$ cat config.mk
export PLATFORM = sky130hd
export DESIGN_NAME = counter_clk_ctrl_flat
export DESIGN_NICKNAME = d
export VERILOG_FILES = /design/src/rtl/counter_clk_ctrl_if.sv /design/src/rtl/counter_clk_ctrl.sv /design/src/flat_wrapper.sv
export SDC_FILE = /design/constraint.sdc
export NUM_CORES = 1
export LEC_CHECK = 0
export BUFFER_PORTS_ARGS = -buffer_cell sky130_fd_sc_hd__buf_4
export CAP_MARGIN = 20
export CORE_MARGIN = 2
export CORE_UTILIZATION = 30
export CTS_CLUSTER_SIZE = 12
export DETAILED_ROUTE_END_ITERATION = 10
export HOLD_SLACK_MARGIN = 0.06
export SLEW_MARGIN = 25
export SYNTH_ARGS = -nofsm -noshare
export SYNTH_HDL_FRONTEND = slang
export SYNTH_SLANG_ARGS = --single-unit
export TNS_END_PERCENT = 30
$ cat constraint.sdc
create_clock -name refclk -period 2.1 [get_ports refclk]
set_input_delay 0.42 -clock refclk [delete_from_list [all_inputs] [get_ports refclk]]
set_output_delay 0.42 -clock refclk [all_outputs]
set_load 0.01 [all_outputs]
$ cat src/rtl/counter_clk_ctrl_if.sv
// ----------------------------------------------------------------------------
// counter_clk_ctrl_if
// Configuration channel of the divided-clock controller.
//   cfg_valid  : requester offers a new setting
//   cfg_ready  : controller can take a setting this cycle
//   cfg_c0     : new half-period count minus 1
//   cfg_enable : 1 = run with cfg_c0, 0 = stop after the current period
//   cfg_done   : one-cycle pulse once an accepted setting has taken effect
// master = requester, slave = controller.
// ----------------------------------------------------------------------------
interface counter_clk_ctrl_if #(
  parameter int DIV_W = 16
) ();
  logic             cfg_valid;
  logic             cfg_ready;
  logic [DIV_W-1:0] cfg_c0;
  logic             cfg_enable;
  logic             cfg_done;

  modport master (
    output cfg_valid, cfg_c0, cfg_enable,
    input  cfg_ready, cfg_done
  );

  modport slave (
    input  cfg_valid, cfg_c0, cfg_enable,
    output cfg_ready, cfg_done
  );
endinterface

$ cat src/rtl/counter_clk_ctrl.sv
// ----------------------------------------------------------------------------
// counter_clk_ctrl
// Runtime-programmable counter divider producing a registered fabric clock
// level from refclk. New settings arrive on a valid/ready channel and are
// applied only on the falling toggle that completes an output period, so the
// output never shows a runt phase (other than one truncated by reset).
//
// Ports:
//   refclk   in   reference clock, the only clock
//   rst_n    in   asynchronous active-low reset
//   cfg      if   configuration channel (slave side)
//   clk_o    out  divided clock level, registered
//   rise_stb out  high the cycle clk_o has just become 1
//   fall_stb out  high the cycle clk_o has just become 0
//   running  out  state is RUN or PEND
//   cur_c0   out  half-period count minus 1 currently in effect
// ----------------------------------------------------------------------------
module counter_clk_ctrl #(
  parameter int DIV_W         = 16,
  parameter int DEFAULT_C0    = 11,
  parameter bit START_ENABLED = 1'b1
) (
  input  logic                  refclk,
  input  logic                  rst_n,
  counter_clk_ctrl_if.slave     cfg,
  output logic                  clk_o,
  output logic                  rise_stb,
  output logic                  fall_stb,
  output logic                  running,
  output logic [DIV_W-1:0]      cur_c0
);

  typedef enum logic [1:0] {
    ST_STOP = 2'd0,
    ST_RUN  = 2'd1,
    ST_PEND = 2'd2
  } state_t;

  localparam state_t RESET_STATE = START_ENABLED ? ST_RUN : ST_STOP;

  state_t           r_state;
  logic [DIV_W-1:0] r_cnt;
  logic [DIV_W-1:0] r_cur_c0;
  logic [DIV_W-1:0] r_pend_c0;
  logic             r_pend_en;
  logic             r_clk;
  logic             r_rise;
  logic             r_fall;
  logic             r_done;

  // End of a half period: the counter has reached the programmed count.
  logic w_wrap;
  assign w_wrap = (r_cnt == r_cur_c0);

  always_ff @(posedge refclk or negedge rst_n) begin
    if (!rst_n) begin
      r_state   <= RESET_STATE;
      r_cnt     <= '0;
      r_cur_c0  <= DIV_W'(DEFAULT_C0);
      r_pend_c0 <= '0;
      r_pend_en <= 1'b0;
      r_clk     <= 1'b0;
      r_rise    <= 1'b0;
      r_fall    <= 1'b0;
      r_done    <= 1'b0;
    end else begin
      // NOTE: every register here uses <= so all of them see the pre-edge
      // values of each other; blocking '=' would make the order of these
      // statements change the hardware.
      r_rise <= 1'b0;
      r_fall <= 1'b0;
      r_done <= 1'b0;

      unique case (r_state)
        ST_STOP: begin
          r_cnt <= '0;
          r_clk <= 1'b0;
          // Stopped: a setting takes effect on the very edge it is accepted.
          if (cfg.cfg_valid) begin
            r_cur_c0 <= cfg.cfg_c0;
            r_done   <= 1'b1;
            r_state  <= cfg.cfg_enable ? ST_RUN : ST_STOP;
          end
        end

        ST_RUN, ST_PEND: begin
          if (w_wrap) begin
            r_cnt  <= '0;
            r_clk  <= ~r_clk;
            r_rise <= ~r_clk;
            r_fall <= r_clk;
          end else begin
            r_cnt <= r_cnt + DIV_W'(1);
          end

          // Running: park the request until the current period completes.
          if (r_state == ST_RUN && cfg.cfg_valid) begin
            r_pend_c0 <= cfg.cfg_c0;
            r_pend_en <= cfg.cfg_enable;
            r_state   <= ST_PEND;
          end

          // Apply only on the falling toggle, which closes a full period;
          // the counting branch above already drives clk low and clears cnt.
          if (r_state == ST_PEND && w_wrap && r_clk) begin
            r_cur_c0 <= r_pend_c0;
            r_done   <= 1'b1;
            r_state  <= r_pend_en ? ST_RUN : ST_STOP;
          end
        end

        default: begin
          r_cnt   <= '0;
          r_clk   <= 1'b0;
          r_state <= ST_STOP;
        end
      endcase
    end
  end

  assign cfg.cfg_ready = (r_state != ST_PEND);
  assign cfg.cfg_done  = r_done;
  assign clk_o         = r_clk;
  assign rise_stb      = r_rise;
  assign fall_stb      = r_fall;
  assign running       = (r_state != ST_STOP);
  assign cur_c0        = r_cur_c0;

endmodule
$ cat src/flat_wrapper.sv
// flat-port wrapper written by rule: the top's interface ports become plain ports
module counter_clk_ctrl_flat 
#(
  parameter int DIV_W         = 16,
  parameter int DEFAULT_C0    = 11,
  parameter bit START_ENABLED = 1'b1
)
  (refclk, rst_n, clk_o, rise_stb, fall_stb, running, cur_c0, cfg_cfg_valid, cfg_cfg_c0, cfg_cfg_enable, cfg_cfg_ready, cfg_cfg_done);
  counter_clk_ctrl_if #(.DIV_W(DIV_W)) cfg_i ();
  input  logic refclk;
  input  logic rst_n;
  output logic clk_o;
  output logic rise_stb;
  output logic fall_stb;
  output logic running;
  output logic [DIV_W-1:0] cur_c0;
  input wire logic [$bits(cfg_i.cfg_valid)-1:0] cfg_cfg_valid;
  input wire logic [$bits(cfg_i.cfg_c0)-1:0] cfg_cfg_c0;
  input wire logic [$bits(cfg_i.cfg_enable)-1:0] cfg_cfg_enable;
  output wire logic [$bits(cfg_i.cfg_ready)-1:0] cfg_cfg_ready;
  output wire logic [$bits(cfg_i.cfg_done)-1:0] cfg_cfg_done;
  assign cfg_i.cfg_valid = cfg_cfg_valid;
  assign cfg_i.cfg_c0 = cfg_cfg_c0;
  assign cfg_i.cfg_enable = cfg_cfg_enable;
  assign cfg_cfg_ready = cfg_i.cfg_ready;
  assign cfg_cfg_done = cfg_i.cfg_done;
  counter_clk_ctrl #(.DIV_W(DIV_W), .DEFAULT_C0(DEFAULT_C0), .START_ENABLED(START_ENABLED)) u_core (.refclk(refclk), .rst_n(rst_n), .cfg(cfg_i), .clk_o(clk_o), .rise_stb(rise_stb), .fall_stb(fall_stb), .running(running), .cur_c0(cur_c0));
endmodule
==> results.json <==
{
  "total_leakage_power_nw": 1.600,
  "seq_area_frac_synth": 0.5147,
  "period_minus_slack_ns": 2.177,
  "htreeDepth": 2,
  "vias": 2037,
  "critPathRequiredTime_ns": 2.29,
  "numPortBuffers": 41,
  "ys.flop_type": "dfrtp_1",
  "min_path_type": "in -> async",
  "die_width_microns": 98.59,
  "fmax_ghz": 0.4594,
  "worstRegToRegCells": 6,
  "worstMarginPinSlew_ns": 0.6976,
  "dpl-instance-area_sq_mm": 0.003431,
  "p_int_w": 0.002741,
  "grt_usage": 0.1301,
  "slew-limit-headroom": 0.5350,
  "criticalPathCategory": "reg -> reg",
  "preCtsSetupSlack_ns": -0.1025,
  "async_flop_share": 1.000,
  "maxCapViolations": 0,
  "p_switching_w": 0.001516,
  "slowest_delay_ns": 0.56,
  "synthTopCellsByArea": "dfrtp_1 48%, mux2_2 7.1%, o221a_1 6.7%",
  "slowest_stage": "or4_4",
  "pwr-share-clk": 0.134,
  "synth_largest_area_cell": "dfrtp_1",
  "diodes": 0,
  "ios": 42,
  "pwr-share-seq": 0.387,
  "clockBufferDepth": 2,
  "syn-cell-area_sq_mm": 0.002684,
  "synth_enable_flop_cells": 0,
  "fp.coreArea_sq_mm": 0.008678,
  "final_max_slew_viol_count": 0,
  "cts_tree": "built",
  "cts_sinks": 55,
  "clk_pin_slew_ns": 0.10,
  "first_pass_iters": 4,
  "fin_util": 0.4072,
  "switching_share": 0.3561,
  "num-nets-final": 338,
  "status": "finished with violations",
  "grt_pass1_wl_mm": 10.23,
  "grt_pass1_vias": 2093,
  "viasPerCell": 4.827,
  "cp.arrival_ns": 2.37,
  "drt-total-wl_mm": 6.014,
  "synth_top_area_frac": 0.4755,
  "worst_slack_ns": -0.07665,
  "drive_gt1_frac": 0.3854,
  "overflow": 0,
  "syn_nets": 255,
  "dp_hpwl_mm": 4.491,
  "power_density_mw_per_mm2": 1205,
  "cp_max_fo": 5,
  "whs_ns": 0.1486,
  "drt_iter0_drc": 121,
  "final_area_sq_mm": 0.003533,
  "startpoint_type": "flip-flop",
  "netlist_instances": 230,
  "worstPathCellList": "xor2_1 > nor4_2 > nand4_2 > or4_4 > buf_6 > o221a_1",
  "ys_types": 33,
  "grt_max_degree": 56,
  "drc": 0,
  "initial_utilization": 0.3093,
  "yosysWarnings": 0,
  "finalSetupTns_ns": -0.9900,
  "avgSynthCellArea_sq_um": 11.67,
  "antenna_found_initial": 0,
  "place.gp.congestion": 0.8939,
  "area_delta_synth_final_pct": 31.66,
  "timing.final.crit_share": 1.036,
  "wl_per_cell_microns": 14.25,
  "antenna_left": 0,
  "rsz0062_at_grt": "yes",
  "max-vdd-ir-drop_v": 0.0005432,
  "cts_made_buffers": 5,
  "combPwrFrac": 0.479,
  "clk_latency_ns": 0.30,
  "violations": "setup timing",
  "num_rows": 34,
  "finalHoldViolations": 0,
  "die_h_microns": 98.59,
  "crit_path_end_kind": "flip-flop",
  "ys_ff_latch": 55,
  "clockRootBuffer": "clkbuf_8",
  "dieArea_sq_mm": 0.009719,
  "fin_worst_skew_ns": 0.004218,
  "setup_violations": 16
}
## final timing paths
path | slack, ns | end | from
setup / recovery | -0.08 | u_core.cur_c0[10] | u_core.cur_c0[12]
hold / removal | 0.15 | u_core.r_state[1] | rst_n
setup reg to reg | -0.08 | u_core.cur_c0[10] | u_core.cur_c0[12]
hold reg to reg | 0.52 | u_core.r_pend_c0[12] | u_core.r_pend_c0[12]
max in group asynchronous | 1.48 | u_core.r_cnt[13] | rst_n
min in group refclk | 0.35 | u_core.r_pend_c0[0] | cfg_cfg_c0[0]
## kinds of logic (layout without fill, tap and decap cells)
kind of cell | after synthesis | after routing | synth area share
AOI/OAI and AO/OA | 26 | 26 | 0.09884
DFF | 55 | 55 | 0.5147
adders and majority gates | 5 | 5 | 0.02331
and+or+nand+nor | 80 | 80 | 0.1664
xor gates and xnor gates | 30 | 30 | 0.09790
buffers and inverters | 17 | 101 | 0.02751
muxes | 17 | 17 | 0.07133
## layer usage
| metal | GRT usage | wire [microns] |
|---|---|---|
| met1 | 0.1810 | 2894 |
| met2 | 0.2140 | 2873 |
| met3 | 0.01631 | 172 |
| met4 | 0.03793 | 74 |
| met5 | 0 | 0 |
## metrics by stage
stage          power, W  std cells
2_1_floorplan  0.002723        230
3_3_place_gp   0.003698        413
3_5_place_dp   0.003715        413
4_1_cts        0.004318        422
5_1_grt        0.004576        422
6_report       0.004257        422
## cell type report
class / instances / area [sq um]
fillers: 866 / 5145
flip-flops and latches: 55 / 1381
multi-input cells: 158 / 1232
repair buffers: 85 / 670.6
well taps: 108 / 135.1
clock buffers: 5 / 68.82
inverters: 8 / 30.03
clock inverters: 3 / 15.01
## Yosys cell counts (all sizes together) (2+ instances only)
| master | instances |
|---|---|
| nor3 | 5 |
| clkbuf | 6 |
| nand3b | 2 |
| dfstp | 4 |
| nor4 | 6 |
| ha | 5 |
| xor2 | 20 |
| mux2 | 17 |
| nand3 | 9 |
| o221a | 16 |
| nand4 | 3 |
| xnor2 | 10 |
| or3 | 17 |
| nand2 | 11 |
| and3 | 3 |
| dfrtp | 51 |
| o21ai | 4 |
| buf | 3 |
| or4 | 2 |
| nor2 | 19 |
| inv | 8 |
## worst max-delay path: cells and delay by family (launching register included)
family / cells / cell delay (ns)
simple gates: 3 / 1.09
flops: 1 / 0.40
compound gates: 1 / 0.24
xor+xnor: 1 / 0.18
buf+inv: 1 / 0.15
## timing repair
action / 4_1_cts / 5_1_grt
setup endpoints to repair: 16 / 16
resized for setup: 1 / 2
setup buffers: 1 / 0
pin swaps: 2 / 2
hold buffers: 0 / 0
gates cloned: 0 / 0
## power by group through the flow
stage | clock, W | sequential (W) | combinational, W
2_1_floorplan | 0 | 0.00174 | 0.000986
3_3_place_gp | 0 | 0.00166 | 0.00203
3_5_place_dp | 0 | 0.00167 | 0.00204
4_1_cts | 0.000596 | 0.00165 | 0.00207
5_1_grt | 0.000643 | 0.00169 | 0.00224
6_report | 0.000569 | 0.00165 | 0.00204
## flip-flops by register name (all words and copies together), names as in the netlist
register / count
u_core.cur_c0: 16
u_core.r_cnt: 16
u_core.r_pend_c0: 16
u_core.r_state: 2
u_core.cfg.cfg_done: 1
u_core.clk_o: 1
u_core.fall_stb: 1
u_core.r_pend_en: 1
u_core.rise_stb: 1
## cell usage in the layout, fill, tap and decap left out
| master | count |
|---|---|
| buf_4 | 81 |
| dfrtp_1 | 51 |
| xor2_1 | 20 |
| nor2_1 | 19 |
| or3_1 | 17 |
| mux2_2 | 17 |
| o221a_1 | 16 |
| nand2_1 | 11 |
| xnor2_1 | 10 |
| nand3_1 | 9 |
| inv_1 | 8 |
| nor3_1 | 5 |
| ha_1 | 5 |
| clkbuf_8 | 5 |
| nor4_2 | 4 |
| o21ai_0 | 4 |
| dfstp_2 | 4 |
| and3_1 | 3 |
| clkinv_2 | 3 |
| nor4_1 | 2 |
| nand4_1 | 2 |
| nand3b_1 | 2 |
| buf_12 | 2 |
| buf_6 | 2 |
| nand4_2 | 1 |
| or4_1 | 1 |
| a21oi_1 | 1 |
| and4_1 | 1 |
| nand2b_1 | 1 |
| nor2b_1 | 1 |
| a311oi_1 | 1 |
| o211a_1 | 1 |
| or4_4 | 1 |
| o41ai_4 | 1 |
| a31oi_1 | 1 |
| a22oi_1 | 1 |
(Power assumes the default switching activity.)
